## config.mk

```make
export PLATFORM = sky130hd
export DESIGN_NAME = lock_arbiter_n
export DESIGN_NICKNAME = d
export VERILOG_FILES = /design/src/rtl/lock_arbiter_n.sv
export SDC_FILE = /design/constraint.sdc
export NUM_CORES = 1
export LEC_CHECK = 0
export CAP_MARGIN = 0
export CELL_PAD_IN_SITES_DETAIL_PLACEMENT = 1
export CELL_PAD_IN_SITES_GLOBAL_PLACEMENT = 1
export CORE_MARGIN = 2
export CORE_UTILIZATION = 42
export CTS_BUF_LIST = sky130_fd_sc_hd__clkbuf_4 sky130_fd_sc_hd__clkbuf_8
export DETAILED_ROUTE_END_ITERATION = 10
export GPL_TIMING_DRIVEN = 0
export HOLD_SLACK_MARGIN = 0.03
export PLACE_DENSITY = 0.91
export SLEW_MARGIN = 15
export SYNTH_ARGS = -nofsm -noshare
export SYNTH_HDL_FRONTEND = slang
export SYNTH_SLANG_ARGS = --single-unit
export TNS_END_PERCENT = 100
```

## constraint.sdc

```tcl
create_clock -name clk -period 2.3 [get_ports clk]
set_clock_uncertainty 0.05 [all_clocks]
set_input_delay 0.46 -clock clk [delete_from_list [all_inputs] [get_ports clk]]
set_output_delay 0.46 -clock clk [all_outputs]
set_load 0.05 [all_outputs]
```

## src/rtl/lock_arbiter_n.sv

```systemverilog
// lock_arbiter_n
// Round-robin lock arbiter that lets NUM_CORES cores share a single data memory.
// Each core holds need_lock high while it wants the lock. The arbiter grants one core
// at a time and keeps the grant until that core drops its request. When HOLD_MAX is
// non-zero, a grant held for HOLD_MAX cycles is revoked. A revoked core must drop its
// request once before it can be granted again.
//
// Ports
//   clk          rising-edge clock
//   rst          synchronous reset, active-high
//   need_lock    per-core request level
//   lock         one-hot grant, all zero when the lock is free
//   owner_id     index of the current holder, meaningful while busy=1
//   busy         lock currently granted
//   timeout      one-cycle pulse when a grant is revoked
//   timeout_id   index of the most recently revoked core
//   grant_count  number of grants issued, wraps modulo 2^CNTW
//
// state      | meaning
// -----------+-----------------------------------------------------------
// ST_IDLE    | lock free; pick the next eligible requester after last owner
// ST_HELD    | lock granted to owner_id; count hold cycles, watch for release
// ST_RELEASE | dead cycle with lock=0 so the last store can commit

module lock_arbiter_n #(
   parameter int NUM_CORES = 4,
   parameter int IDW       = 2,
   parameter int HOLD_MAX  = 64,
   parameter int CNTW      = 8
) (
   input  logic                 clk,
   input  logic                 rst,
   input  logic [NUM_CORES-1:0] need_lock,
   output logic [NUM_CORES-1:0] lock,
   output logic [IDW-1:0]       owner_id,
   output logic                 busy,
   output logic                 timeout,
   output logic [IDW-1:0]       timeout_id,
   output logic [CNTW-1:0]      grant_count
);

   typedef enum logic [1:0] {
      ST_IDLE    = 2'd0,
      ST_HELD    = 2'd1,
      ST_RELEASE = 2'd2
   } state_t;

   localparam int              HOLD_LAST_I = (HOLD_MAX == 0) ? 0 : HOLD_MAX - 1;
   localparam logic [CNTW-1:0] HOLD_LAST   = HOLD_LAST_I[CNTW-1:0];
   localparam logic [IDW-1:0]  LAST_INIT   = IDW'(NUM_CORES - 1);

   state_t               state, state_nxt;
   logic [CNTW-1:0]      hold_cnt, hold_cnt_nxt;
   logic [IDW-1:0]       last_owner, last_owner_nxt;
   logic [NUM_CORES-1:0] mask, mask_nxt;
   logic [NUM_CORES-1:0] lock_nxt;
   logic [IDW-1:0]       owner_nxt, timeout_id_nxt;
   logic                 busy_nxt, timeout_nxt;
   logic [CNTW-1:0]      grant_count_nxt;

   logic [NUM_CORES-1:0] eligible;
   logic                 pick_valid;
   logic [IDW-1:0]       pick_id;

   assign eligible = need_lock & ~mask;

   // Walk the offsets from farthest to nearest, so the closest eligible core above
   // last_owner is the one that remains. Offset NUM_CORES is last_owner itself,
   // which makes the previous owner the lowest-priority candidate.
   always_comb begin
      int idx;
      idx        = 0;
      pick_valid = 1'b0;
      pick_id    = '0;
      for (int k = NUM_CORES; k >= 1; k--) begin
         idx = int'(last_owner) + k;
         if (idx >= NUM_CORES) idx = idx - NUM_CORES;
         if (eligible[idx]) begin
            pick_valid = 1'b1;
            pick_id    = IDW'(idx);
         end
      end
   end

   always_comb begin
      state_nxt       = state;
      hold_cnt_nxt    = hold_cnt;
      last_owner_nxt  = last_owner;
      lock_nxt        = lock;
      owner_nxt       = owner_id;
      busy_nxt        = busy;
      timeout_nxt     = 1'b0;
      timeout_id_nxt  = timeout_id;
      grant_count_nxt = grant_count;
      // A revoked core becomes eligible again once it has dropped its request.
      mask_nxt        = mask & need_lock;

      case (state)
         ST_IDLE: begin
            if (pick_valid) begin
               state_nxt       = ST_HELD;
               owner_nxt       = pick_id;
               last_owner_nxt  = pick_id;
               busy_nxt        = 1'b1;
               lock_nxt        = NUM_CORES'(1) << pick_id;
               grant_count_nxt = grant_count + CNTW'(1);
               hold_cnt_nxt    = '0;
            end
         end
         ST_HELD: begin
            if (hold_cnt != '1) hold_cnt_nxt = hold_cnt + CNTW'(1);
            // Release is checked first, so an owner that lets go on the last
            // allowed cycle leaves normally and no timeout pulse is raised.
            if (!need_lock[owner_id]) begin
               state_nxt = ST_RELEASE;
               busy_nxt  = 1'b0;
               lock_nxt  = '0;
            end else if ((HOLD_MAX != 0) && (hold_cnt == HOLD_LAST)) begin
               state_nxt          = ST_RELEASE;
               busy_nxt           = 1'b0;
               lock_nxt           = '0;
               timeout_nxt        = 1'b1;
               timeout_id_nxt     = owner_id;
               mask_nxt[owner_id] = 1'b1;
            end
         end
         ST_RELEASE: begin
            state_nxt = ST_IDLE;
         end
         default: begin
            state_nxt = ST_IDLE;
            busy_nxt  = 1'b0;
            lock_nxt  = '0;
         end
      endcase
   end

   always_ff @(posedge clk) begin
      if (rst) begin
         state       <= ST_IDLE;
         hold_cnt    <= '0;
         last_owner  <= LAST_INIT;
         mask        <= '0;
         lock        <= '0;
         owner_id    <= '0;
         busy        <= 1'b0;
         timeout     <= 1'b0;
         timeout_id  <= '0;
         grant_count <= '0;
      end else begin
         state       <= state_nxt;
         hold_cnt    <= hold_cnt_nxt;
         last_owner  <= last_owner_nxt;
         mask        <= mask_nxt;
         lock        <= lock_nxt;
         owner_id    <= owner_nxt;
         busy        <= busy_nxt;
         timeout     <= timeout_nxt;
         timeout_id  <= timeout_id_nxt;
         grant_count <= grant_count_nxt;
      end
   end

endmodule

```

==> run metrics <==
outcome=finished clean; Seq/Total Area, Yosys=39.9%; period utilization=95.8%; ys async rst share=0%; Setup crit end kind=register; share of layout cells above drive strength 1=8.85%; placed cells=270; Routed WL per cell=17.1 µm; Cell variety after synth=49; Post-DP HPWL=3.35 mm; Final Non-Filler Cells=276; Setup CP Type=in -> reg; first-pass GRT wire length=7.78 mm; LEAKAGE=0.677 nW; clock buffer depth=2; Die W=67.8 µm; prevailing post-synth register cell=dfxtp_1; Net count, final=234; RePlAce Congestion=0.788; gr usage total=22.8%; synthesized flop and latch total=34; synthesized cell area=1710 µm²; EDFF count, synth=0; crit-path max FO=19; # rows=23; Port-buffer cells=22; antenna-violating nets left=0; worst hold slack=0.406 ns; syn_nets=206; GRT overflow=0; Initial Utilization=43.3%; Worst EP arrival=2.33 ns; height of the die=67.8 µm; RSZ-0062 raised after global routing=false; Achievable Freq=0.454 GHz; die area=4590 µm²; DRC viols=0; Worst Hold Class=reg -> reg; final core utilization=52.7%; worst skew pair latency=0.30 ns; post-CTS setup buffers=0; YS warnings=0; Slew @ Worst Pin=0.920 ns; WP data required=2.43 ns; worst vdd ir=0.427 mV; setup TNS=0 ns; CTS Buf Count=5; Power Dens Cells=749 nW/µm²; diodes inserted=0; hold buffer count at cts=0; Mean Syn Cell Area=8.63 µm²; I/O pins=24; max_slew headroom=38.1%; clock sinks=34; clk root buf=clkbuf_8; most common library cells after synthesis=dfxtp_1, a21oi_1, nand2_1; Max Cap Viol=0; largest net degree at the start of global routing=11; DRT Pass-1 Iters=4; setup violators final=0; total wire length=4.71 mm; fin worst setup slack=0.0974 ns; leading area contributor after synthesis=dfxtp_1; Placement Setup Slack=-0.199 ns; # fillers=469; Placeable Area=3940 µm²; cell with the most instances after synthesis=dfxtp_1; H-tree Lvls=2; crit path launch type=input pin; Final Max Slew Viols=0; fin crit period=2.20 ns; vias per cell=5.97; vias=1649; Final Hold Viols=0; clk slew on worst S/H paths=0.06 ns; vias in the first global route=1638; Mapped Cells=198; Synth area leaders=dfxtp_1, a21oi_1, nand2_1; initial antenna violation count=0; Layout area overhead=21.6%; Synth top area share=39.9%; DRT iter0 DRCs=74; CTS tree=done
## report_power, final
| part | internal, mW | switching, mW |
|---|---|---|
| clock | 0.232 | 0.217 |
| combinational | 0.154 | 0.277 |
| sequential | 0.631 | 0.0436 |
| total | 1.02 | 0.538 |
## state kept, by name, summed over array words and instances (netlist names)
register / cells
grant_count: 8
hold_cnt: 8
lock: 4
mask: 4
last_owner: 2
owner_id: 2
state: 2
timeout_id: 2
busy: 1
timeout: 1
## worst max-delay path, stage by stage
cell,delay [ns]
clkdlybuf4s50_1,0.51
and2b_1,0.26
o41ai_2,0.34
clkbuf_4,0.34
nor2_1,0.13
a32o_1,0.29
## layout by cell type, fill, tap and decap left out, drive strengths merged, types with 6 or more instances in the layout
cell type and n:
a21oi 19, clkbuf 14, clkdlybuf4s50 22, dfxtp 34
inv 8, nand2 17, nand3 10, nor2 8
o21ai 9, or3 6
## area by class of cell
class                   instances  area, µm²  area share, %
multi-input cells             145        948           45.7
repair buffers                 22        220           10.6
inverters                       8       30.0           1.45
clock buffers                   7       83.8           4.04
well taps                      50       62.6           3.01
flip-flops and latches         34        681           32.8
plain buffers                  10       51.3           2.47
## path summary, 6_finish.rpt
kind,endpoint,startpoint,depth (start not counted),slack (ns)
setup reg to reg,mask[1],hold_cnt[0],5,0.23
hold reg to reg,busy,busy,1,0.41
setup / recovery,lock[0],need_lock[3],6,0.1
hold / removal,busy,busy,1,0.41
## per-stage QoR
stage	area (µm²)	power (mW)
floorplan	1710	0.984
global placement	1990	1.10
detailed placement	1990	1.11
CTS	2070	1.56
global route	2080	1.63
finish	2080	1.56
## metal layers
metal	share of wire, %	vias to the layer above	track usage (%)
met5	0	-	0
met4	1.8	0	7.00
met3	4.0	8	7.67
met2	48	30	38.4
met1	46	814	27.5
li1	-	797	-
## timing repair
action	in CTS	in global routing
gates resized for setup	0	2
endpoints found under the hold margin	0	0
setup endpoints to repair	0	5
## cell families (layout without fill, tap and decap cells)
family | after synthesis | in the layout | synth area share, %
AND/OR/NAND/NOR | 78 | 78 | 25.5
AO/OA/AOI/OAI | 57 | 57 | 23.7
flip-flops | 34 | 34 | 39.9
buffers and inverters | 19 | 47 | 4.91
multiplexers | 6 | 6 | 3.59
adder cells (fa/ha/maj) | 2 | 2 | 1.46
XOR/XNOR | 2 | 2 | 1.03
(Power assumes the default switching activity.)
